## src/rtl/tinker_pkg.sv

```systemverilog
// Shared constants and types for the tinker fetch unit.
// Widths, reset PC default, fetch FSM states and buffer entry layout.
package tinker_pkg;

  localparam int INST_W     = 32;
  localparam int ADDR_W     = 64;
  localparam int INST_BYTES = 4;

  localparam logic [ADDR_W-1:0] DEFAULT_RESET_PC = 64'h2000;

  typedef enum logic {
    FETCH = 1'b0,
    DRAIN = 1'b1
  } fetch_state_t;

  typedef struct packed {
    logic [ADDR_W-1:0] pc;
    logic [INST_W-1:0] inst;
  } fetch_entry_t;

  function automatic logic [ADDR_W-1:0] align_pc(
    input logic [ADDR_W-1:0] a
  );
    return {a[ADDR_W-1:2], 2'b00};
  endfunction

endpackage

```

## src/rtl/tinker_fetch_fifo.sv

```systemverilog
// Instruction buffer: {pc, inst} entries with push, pop and flush.
// Head outputs read as zero while the buffer is empty.
module tinker_fetch_fifo
  import tinker_pkg::*;
#(
  parameter int DEPTH = 4,
  localparam int AW = $clog2(DEPTH),
  localparam int CW = AW + 1
) (
  input  logic              clk,
  input  logic              reset,
  input  logic              push,
  input  logic              pop,
  input  logic              flush,
  input  logic [ADDR_W-1:0] wpc,
  input  logic [INST_W-1:0] winst,
  output logic [ADDR_W-1:0] rpc,
  output logic [INST_W-1:0] rinst,
  output logic [CW-1:0]     count
);

  fetch_entry_t mem [DEPTH];

  logic [AW-1:0] wr_ptr;
  logic [AW-1:0] rd_ptr;
  logic          do_push;
  logic          do_pop;
  logic          nonempty;

  assign nonempty = (count != '0);
  assign do_push  = push & ~flush;
  assign do_pop   = pop & nonempty & ~flush;

  always_ff @(posedge clk or posedge reset) begin
    if (reset) begin
      wr_ptr <= '0;
      rd_ptr <= '0;
      count  <= '0;
    end else if (flush) begin
      wr_ptr <= '0;
      rd_ptr <= '0;
      count  <= '0;
    end else begin
      if (do_push) wr_ptr <= wr_ptr + AW'(1);
      if (do_pop)  rd_ptr <= rd_ptr + AW'(1);
      count <= count + CW'(do_push) - CW'(do_pop);
    end
  end

  always_ff @(posedge clk) begin
    if (do_push) mem[wr_ptr] <= '{pc: wpc, inst: winst};
  end

  assign rpc   = nonempty ? mem[rd_ptr].pc   : '0;
  assign rinst = nonempty ? mem[rd_ptr].inst : '0;

endmodule

```

## src/rtl/tinker_fetch.sv

```systemverilog
// Tinker instruction fetch: PC, credit-limited memory requests,
// instruction buffer and redirect with stale-response draining.
module tinker_fetch
  import tinker_pkg::*;
#(
  parameter logic [63:0] RESET_PC = DEFAULT_RESET_PC,
  parameter int          DEPTH    = 4
) (
  input  logic        clk,
  input  logic        reset,
  output logic        mem_req_valid,
  input  logic        mem_req_ready,
  output logic [63:0] mem_req_addr,
  input  logic        mem_rsp_valid,
  input  logic [31:0] mem_rsp_data,
  output logic        inst_valid,
  input  logic        inst_ready,
  output logic [31:0] instruction,
  output logic [63:0] inst_pc,
  input  logic        redirect_valid,
  input  logic [63:0] redirect_pc
);

  localparam int CW = $clog2(DEPTH) + 1;

  fetch_state_t      state;
  logic [ADDR_W-1:0] pc;
  logic [ADDR_W-1:0] rsp_pc;
  logic [ADDR_W-1:0] new_pc;
  logic [CW-1:0]     outstanding;
  logic [CW-1:0]     outstanding_nxt;
  logic [CW-1:0]     drop;
  logic [CW-1:0]     drop_nxt;
  logic [CW-1:0]     fifo_count;
  logic [CW:0]       credit;
  logic              req_fire;
  logic              push;
  logic              pop;

  assign credit = {1'b0, fifo_count} + {1'b0, outstanding};

  // Buffered plus in-flight words never exceed DEPTH, so pushes always fit.
  assign mem_req_valid = ~reset & (state == FETCH)
                       & (credit < (CW+1)'(DEPTH));
  assign mem_req_addr  = pc;

  assign req_fire = mem_req_valid & mem_req_ready;
  assign inst_valid = (fifo_count != '0);
  assign pop  = inst_valid & inst_ready;
  assign push = mem_rsp_valid & (state == FETCH) & ~redirect_valid;

  assign outstanding_nxt = outstanding + CW'(req_fire)
                         - CW'(mem_rsp_valid);
  assign drop_nxt = drop - CW'(mem_rsp_valid);
  assign new_pc   = align_pc(redirect_pc);

  always_ff @(posedge clk or posedge reset) begin
    if (reset) begin
      state       <= FETCH;
      pc          <= RESET_PC;
      rsp_pc      <= RESET_PC;
      outstanding <= '0;
      drop        <= '0;
    end else begin
      outstanding <= outstanding_nxt;
      if (redirect_valid) begin
        pc     <= new_pc;
        rsp_pc <= new_pc;
        if (state == FETCH) begin
          drop  <= outstanding_nxt;
          state <= (outstanding_nxt != '0) ? DRAIN : FETCH;
        end else begin
          drop  <= drop_nxt;
          state <= (drop_nxt != '0) ? DRAIN : FETCH;
        end
      end else if (state == FETCH) begin
        if (req_fire)
          pc <= pc + ADDR_W'(INST_BYTES);
        if (mem_rsp_valid)
          rsp_pc <= rsp_pc + ADDR_W'(INST_BYTES);
      end else begin
        drop  <= drop_nxt;
        state <= (drop_nxt != '0) ? DRAIN : FETCH;
      end
    end
  end

  tinker_fetch_fifo #(
    .DEPTH (DEPTH)
  ) u_fifo (
    .clk   (clk),
    .reset (reset),
    .push  (push),
    .pop   (pop),
    .flush (redirect_valid),
    .wpc   (rsp_pc),
    .winst (mem_rsp_data),
    .rpc   (inst_pc),
    .rinst (instruction),
    .count (fifo_count)
  );

endmodule

```

## config.mk

```make
export PLATFORM = sky130hd
export DESIGN_NAME = tinker_fetch
export DESIGN_NICKNAME = d
export VERILOG_FILES = /design/src/rtl/tinker_pkg.sv /design/src/rtl/tinker_fetch_fifo.sv /design/src/rtl/tinker_fetch.sv
export SDC_FILE = /design/constraint.sdc
export NUM_CORES = 1
export LEC_CHECK = 0
export CAP_MARGIN = 20
export CORE_ASPECT_RATIO = 0.6
export CORE_MARGIN = 2
export CORE_UTILIZATION = 45
export DETAILED_ROUTE_END_ITERATION = 6
export PLACE_DENSITY = 0.69
export SYNTH_ARGS = -nofsm -noshare
export SYNTH_HDL_FRONTEND = slang
export SYNTH_SLANG_ARGS = --single-unit
```

## constraint.sdc

```tcl
create_clock -name clk -period 7.5 [get_ports clk]
set_input_delay 1.5 -clock clk [delete_from_list [all_inputs] [get_ports clk]]
set_output_delay 1.5 -clock clk [all_outputs]
set_load 0.05 [all_outputs]
```

==> impl_metrics.ini, run 1 <==
[yosys]
netlist_area_um2 = 22550
ys_types = 62
avgSynthCellArea_um2 = 14.95
yosys-top-cells-count = edfxtp_1, dfrtp_1, and2_1, mux4_2, nor2_1
syn_inst = 1508
synthFlopType = edfxtp_1
ys_async_sr_fraction = 0.2685
synth-edff-count = 376
synth.area.top_cells = edfxtp_1, dfrtp_1, mux4_2, and2_1, mux2_2
yosysTopAreaCell = edfxtp_1
synth_most_common_cell = edfxtp_1
ys_seq_elements = 514
seq_area_frac_synth = 0.6539
synth_top_cell_area_share = 0.5007
yosysWarnings = 0

[drt]
drc_errors = 0
firstDrtPassIters = 6
drt_iter0_drc = 1192
drt.antenna.violating_nets = 0
drt-total-wl_um = 58510
wl_per_cell_um = 23.84
routed-via-count = 14500
vias_per_cell = 5.907

[clock_tree]
postCtsResizedCells = 0
ctsHtreeMaxLevel = 2
clk_latency_ns = 0.58
cts_tree = yes
cts.reportedPaths.clkPinSlew_ns = 0.07
numCtsBuffers = 49
hold_buffers = 0
clockRootBuffer = clkbuf_16
post_cts_buffers = 0
clock_path_buffers = 3
cts.sinks = 514

[die]
die_w_um = 293.0
initial_core_util = 0.4563
fp.dieArea_um2 = 51980
rows = 63
core_area_um2 = 49420
dieHeight_um = 177.4
ioPinCount = 264

[layout]
fin_area_um2 = 27400
ff_latch_area_um2 = 14750
layout.cells.non_filler = 2454
nFillCells = 3975
layout-drive-gt1-share = 0.1380
multi_input_area_um2 = 7406
area_growth_pct = 21.48
layout.nets = 1876

[global_routing]
grt-ovfl-total = 0
grt_pass1_wl_um = 87800
antenna_found_initial = 5
first_global_vias = 14070
grt_max_degree = 98
grt_usage = 0.2252

[worst_setup_path]
r2r_start = u_fifo.count[2]
worstPathArrival_ns = 3.62
critPathKind = flop to output pin
critPathLaunchType = flop
rr_endpoint = state
critical_path.top_delay_family = buffers and inverters
rrSetupSlack_ns = 4.10
cp-end-kind = output pin
worst-path-buf-inv = 2
reg2regPathDepth = 11
critPathMaxFanout = 35
path_depth = 4
crit_slowest_cell = dfrtp_4
max_stage_delay_ns = 0.95
required_ns = 6.00
crit_chain = buf_4, mux4_2, and2_1, clkdlybuf4s50_1
crit_start = u_fifo.rd_ptr[0]

[sta]
max_slew_margin = 0.3130
worstMarginPinSlew_ns = 1.031
grt_setup_unrepaired = false
holdWs_ns = 0.5807
fin_crit_sh = 0.6824
setup-violations-final = 0
fmax_mhz = 195.4
hold_viol = 0
setup_tns_ns = 0
finalClockSkew_ns = 0.01901
period_needed_ns = 5.118
slew_viol_final = 0

[placed_design]
placed_cell_area_um2 = 25800
port_buffers = 257
dp_hpwl_um = 38560
gp_congestion = 0.8804
placed_cells = 2356

[min_path]
min_to = u_fifo.mem[1][38]
hold_depth = 0
min_from = rsp_pc[6]
hold_class = flop to flop

[job]
max-cap-violations = 0

[pwr]
powerDensity_nw_per_um2 = 305.4
leakagePower_nw = 9.048
ir_drop_mv = 0.1697

[status]
status = finished clean
==> worst max path at each step <==
| stage | to |
|---|---|
| 6_report | instruction[18] |
| 3_5_place_dp | mem_req_valid |
| 2_1_floorplan | drop[0] |
| 3_3_place_gp | mem_req_valid |
| 5_1_grt | instruction[18] |
| 4_1_cts | instruction[18] |
==> sequential cells by signal, summed over array words and instances (netlist names) <==
register,flops
state,1
u_fifo.mem,376
u_fifo.wr_ptr,2
drop,3
u_fifo.count,3
rsp_pc,62
u_fifo.rd_ptr,2
outstanding,3
mem_req_addr,62
==> logic make-up (layout without fill, tap and decap cells) <==
family          Yosys count  after routing  synth area share
simple gates            519            519            0.1320
other cells               1             11         0.0001663
xor+xnor                 61             61           0.02369
compound gates          150            150           0.04605
mux                     138            138            0.1155
flops                   514            514            0.6539
buf+inv                 109            395           0.01914
fa+ha+maj                16             16          0.009543
==> area by class of cell <==
type	instances	share of cell area
well taps	650	0.02969
inverters	26	0.003837
flip-flops and latches	514	0.5386
repair buffers	279	0.1000
diodes	7	0.0006394
clock buffers	69	0.04942
clock inverters	21	0.007490
multi-input cells	888	0.2703
==> per-layer routing <==
metal,vias up,global-route usage,share of wire
met5,-,0,0
met4,0,0.08034,0.030
met3,94,0.04897,0.086
met2,616,0.3329,0.45
met1,7384,0.3299,0.43
li1,6402,-,-
==> power breakdown <==
part,switching [mW],internal [mW],leakage (nW)
sequential,0.230,3.22,4.97
clock,1.06,1.37,0.760
combinational,1.53,0.956,3.31
total,2.82,5.54,9.05
==> per-stage QoR <==
stage	utilization	setup WS [ns]	total power, mW
floorplan	-	2.307	5.153
global placement	0.5221	2.514	5.987
detailed placement	0.5221	2.508	6.017
CTS	0.5536	2.269	8.457
global route	0.5542	2.147	8.699
finish	0.5543	2.382	8.366
==> layout by cell type (no fill, tap or decap), drive strengths merged, types with 20 or more instances in the layout <==
| cell | count |
|---|---|
| a21oi | 20 |
| a31oi | 27 |
| and2 | 101 |
| and3 | 25 |
| buf | 23 |
| clkbuf | 69 |
| clkdlybuf4s50 | 256 |
| dfrtp | 136 |
| edfxtp | 376 |
| inv | 27 |
| mux2 | 37 |
| mux4 | 94 |
| nand2 | 54 |
| nand3 | 53 |
| nand4 | 58 |
| nor2 | 82 |
| nor3 | 36 |
| nor4 | 25 |
| o21ai | 22 |
| o31a | 22 |
| xnor2 | 41 |
| xor2 | 20 |
==> worst register-to-register path: stages (launching register included) <==
cell and delay, ns:
dfrtp_1 0.42, ha_1 0.28, nor3_1 0.26, and4_1 0.55, inv_1 0.13, ha_1 0.30
inv_1 0.04, ha_1 0.18, fa_1 0.49, or3_1 0.39, a21oi_1 0.16, a41oi_1 0.06
No activity file was read; power rests on OpenSTA's default activity.
==> run 2: changes to the inputs <==
==> constraint.sdc (replaced) <==
create_clock -name clk -period 5.1 [get_ports clk]
set_input_delay 1.02 -clock clk [delete_from_list [all_inputs] [get_ports clk]]
set_output_delay 1.02 -clock clk [all_outputs]
set_load 0.05 [all_outputs]
==> impl_metrics.ini, run 2 (synthesized netlist as in run 1, its figures left out) <==
[status]
status = finished clean

[sta]
grt_setup_unrepaired = false
fin_crit_sh = 0.8428
period_needed_ns = 4.298
hold_viol = 0
slew_viol_final = 0
setup-violations-final = 0
finalClockSkew_ns = 0.02432
max_slew_margin = 0.3666
setup_tns_ns = 0
worstMarginPinSlew_ns = 0.9481
fmax_mhz = 232.6

[clock_tree]
postCtsResizedCells = 0
ctsHtreeMaxLevel = 2
cts.sinks = 514
clk_latency_ns = 0.59
cts.reportedPaths.clkPinSlew_ns = 0.07
numCtsBuffers = 48
cts_tree = yes
hold_buffers = 0
post_cts_buffers = 0
clockRootBuffer = clkbuf_16
clock_path_buffers = 3

[layout]
layout-drive-gt1-share = 0.1433
layout.nets = 1887
final_common_cell = edfxtp_1
layout_common_cells = edfxtp_1, clkdlybuf4s50_1, dfrtp_1
largest_reg_flops = 376
area_growth_pct = 22.19
regMostFlops = u_fifo.mem
nFillCells = 3937

[job]
max-cap-violations = 0

[placed_design]
port_buffers = 257
dp_hpwl_um = 40140
gp_congestion = 0.8965

[drt]
firstDrtPassIters = 7
drt_iter0_drc = 1417
vias_per_cell = 5.919
drc_errors = 0
routed-via-count = 14550
drt.antenna.violating_nets = 0
wl_per_cell_um = 24.06
drt-total-wl_um = 59170

[global_routing]
grt_usage = 0.2259
antenna_found_initial = 2
first_global_vias = 14060
grt-ovfl-total = 0
grt_pass1_wl_um = 88100
grt_max_degree = 85

[worst_setup_path]
crit_start = u_fifo.rd_ptr[0]
critPathLaunchType = flop
r2r_start = u_fifo.count[1]
required_ns = 4.08
critPathMaxFanout = 21
critPathKind = flop to output pin
cp-end-kind = output pin
worstPathArrival_ns = 3.28

[die]
die_w_um = 293.0
fp.dieArea_um2 = 51980
ioPinCount = 264
initial_core_util = 0.4563
core_area_um2 = 49420
rows = 63
dieHeight_um = 177.4

[pwr]
leakagePower_nw = 9.127
powerDensity_nw_per_um2 = 447.2
ir_drop_mv = 0.2343
power_mw = 12.32

[min_path]
hold_class = flop to flop
min_from = rsp_pc[13]
## run 2: cell types whose count changed in the layout (fill, tap and decap cells not counted), sizes merged
cell | before | now
buf | 23 | 35
clkbuf | 69 | 68
clkinv | 16 | 18
clkinvlp | 1 | 0
diode | 7 | 1
inv | 27 | 26
## run 2: final timing paths
check	to	slack (ns)	cells past startpoint
setup / recovery	inst_pc[24]	0.80	4
hold / removal	u_fifo.mem[3][45]	0.60	0
min in group asynchronous	drop[0]	1.07	2
setup reg to reg	u_fifo.count[2]	1.92	10
max in group asynchronous	mem_req_addr[13]	3.06	3
hold reg to reg	u_fifo.mem[3][45]	0.60	0
## run 2: worst max-delay path: stages (launching register included)
cell and delay, ns:
dfrtp_4 0.71, buf_4 0.48, mux4_2 0.55, and2_1 0.17, clkdlybuf4s50_1 0.76
## run 2: per-layer routing
metal | GRT usage | vias to the layer above | routed length [um]
li1 | - | 6418 | -
met1 | 0.3384 | 7475 | 26890
met2 | 0.3358 | 553 | 26260
met3 | 0.04546 | 106 | 4353
met4 | 0.06346 | 2 | 1655
met5 | 0 | - | 19
## run 2: per-stage QoR
step	hold slack (ns)	setup slack [ns]	util	std cells	instance area (um2)
3_5_place_dp	0.5782	1.096	0.5261	2369	26000
5_1_grt	0.6020	0.6008	0.5576	2459	27560
6_report	0.5959	0.8016	0.5576	2459	27560
3_3_place_gp	0.5681	1.079	0.5261	2369	26000
4_1_cts	0.5876	0.6841	0.5575	2458	27550
2_1_floorplan	0.4888	0.3871	-	1511	22560
## run 2: report_power, final
part	total, mW	leakage, nW	switching, mW	internal (mW)
Sequential	5.04	4.97	0.310	4.73
Combinational	3.72	3.40	2.29	1.43
Clock	3.56	0.759	1.56	2.00
Total	12.3	9.13	4.17	8.16
## run 2: area by class of cell
cell class / count / area (um2) / area share
multi-input cells: 888 / 7406 / 0.2688
clock buffers: 68 / 1348 / 0.04890
clock inverters: 21 / 205.2 / 0.007446
inverters: 26 / 105.1 / 0.003814
flip-flops and latches: 514 / 14750 / 0.5354
diodes: 1 / 2.502 / 0.00009081
repair buffers: 291 / 2923 / 0.1061
well taps: 650 / 813.3 / 0.02951
==> run 3: changes to the inputs <==
==> constraint.sdc (replaced) <==
create_clock -name clk -period 4 [get_ports clk]
set_input_delay 0.8 -clock clk [delete_from_list [all_inputs] [get_ports clk]]
set_output_delay 0.8 -clock clk [all_outputs]
set_load 0.05 [all_outputs]
==> impl_metrics.ini, run 3 (synthesized netlist as in run 1, its figures left out) <==
[drt]
vias_per_cell = 5.859
firstDrtPassIters = 6
wl_per_cell_um = 24.12
drc_errors = 0
drt.antenna.violating_nets = 0
drt_iter0_drc = 1533
drt-total-wl_um = 59590
routed-via-count = 14470

[worst_setup_path]
worstPathArrival_ns = 3.05
critPathLaunchType = flop
critPathMaxFanout = 39
cp-end-kind = output pin
crit_start = u_fifo.rd_ptr[0]
required_ns = 3.20
r2r_start = u_fifo.count[1]
critPathKind = flop to output pin

[clock_tree]
cts_tree = yes
post_cts_buffers = 0
cts.sinks = 514
clk_latency_ns = 0.60
ctsHtreeMaxLevel = 2
clockRootBuffer = clkbuf_16
numCtsBuffers = 50
hold_buffers = 0
clock_path_buffers = 3
cts.reportedPaths.clkPinSlew_ns = 0.07

[sta]
slew_viol_final = 0
fin_crit_sh = 0.9620
setup_tns_ns = 0
worstMarginPinSlew_ns = 0.9697
holdWs_ns = 0.5918
fmax_mhz = 259.9
grt_setup_unrepaired = false
period_needed_ns = 3.848
setup-violations-final = 0
hold_viol = 0
finalClockSkew_ns = 0.02309
max_slew_margin = 0.3535

[die]
fp.dieArea_um2 = 51980
dieHeight_um = 177.4
core_area_um2 = 49420
rows = 63
die_w_um = 293.0
ioPinCount = 264
initial_core_util = 0.4563

[placed_design]
port_buffers = 257
gp_congestion = 0.8650
dp_hpwl_um = 39830

[job]
max-cap-violations = 0

[min_path]
hold_class = flop to flop
min_from = outstanding[0]

[layout]
layout_common_cells = edfxtp_1, clkdlybuf4s50_1, dfrtp_1
final_util = 0.5619
area_growth_pct = 23.15
largest_reg_flops = 376
final_common_cell = edfxtp_1
multi_input_area_um2 = 7406
ff_latch_area_um2 = 14750
nFillCells = 3868
layout-drive-gt1-share = 0.1510
regMostFlops = u_fifo.mem
layout.nets = 1892

[pwr]
ir_drop_mv = 0.3279
leakagePower_nw = 9.250
powerDensity_nw_per_um2 = 572.8

[global_routing]
grt-ovfl-total = 0
first_global_vias = 14000
grt_usage = 0.2271
antenna_found_initial = 9
grt_pass1_wl_um = 87950
grt_max_degree = 98

[status]
status = finished clean
-- run 3: changes by cell type in the layout (fill, tap and decap cells not counted), sizes merged --
| cell | before | now |
|---|---|---|
| clkinvlp | 0 | 5 |
| diode | 1 | 5 |
| buf | 35 | 38 |
| clkdlybuf4s50 | 256 | 253 |
| dlymetal6s2s | 0 | 3 |
| clkbuf | 68 | 66 |
| clkinv | 18 | 19 |
-- run 3: final timing paths --
| path | to | cells after the start | slack (ns) |
|---|---|---|---|
| min in group asynchronous | mem_req_addr[6] | 2 | 0.85 |
| setup reg to reg | u_fifo.count[2] | 10 | 0.99 |
| setup / recovery | inst_pc[10] | 4 | 0.15 |
| max in group asynchronous | u_fifo.rd_ptr[1] | 3 | 2.30 |
| hold reg to reg | outstanding[0] | 1 | 0.59 |
| hold / removal | outstanding[0] | 1 | 0.59 |
-- run 3: through the flow --
step           instances  total power [mW]  instance area, um2  worst slack (ns)
5_1_grt             2470             16.54               27770          0.009114
2_1_floorplan       1511             9.658               22570            0.6991
6_report            2470             15.91               27770            0.1521
3_3_place_gp        2372             11.30               26100            0.4307
4_1_cts             2465             16.05               27740           0.03791
3_5_place_dp        2372             11.36               26100            0.4474
-- run 3: routing by layer --
| layer | global-route usage | vias up | part of all wire |
|---|---|---|---|
| met4 | 0.07585 | 6 | 0.027 |
| met5 | 0 | - | 0.00055 |
| li1 | - | 6426 | - |
| met2 | 0.3314 | 556 | 0.44 |
| met1 | 0.3361 | 7382 | 0.45 |
| met3 | 0.05260 | 101 | 0.081 |
-- run 3: area by class of cell --
class                      instances  share of cell area
multi-input combinational        888              0.2667
clock inverter                    27             0.01014
inverter                          26            0.003739
tap                              650             0.02928
timing repair buffer             294              0.1094
clock buffer                      66             0.04902
sequential                       514              0.5313
antenna                            5           0.0004505
-- run 3: critical path, stage by stage, from the launching register on --
cell and delay, ns:
dfrtp_4 0.64, buf_16 0.34, mux4_2 0.54, and2_1 0.17, clkdlybuf4s50_1 0.72
-- run 3: where the power goes --
| group | total [mW] | internal, mW | switching (mW) |
|---|---|---|---|
| Combinational | 4.80 | 1.86 | 2.94 |
| Clock | 4.70 | 2.62 | 2.07 |
| Sequential | 6.41 | 6.03 | 0.378 |
-- run 3: timing repair --
| item | 4_1_cts | 5_1_grt |
|---|---|---|
| endpoints found under the hold margin | 0 | 0 |
| endpoints found under the setup margin | 0 | 18 |
| resized for setup | 0 | 5 |
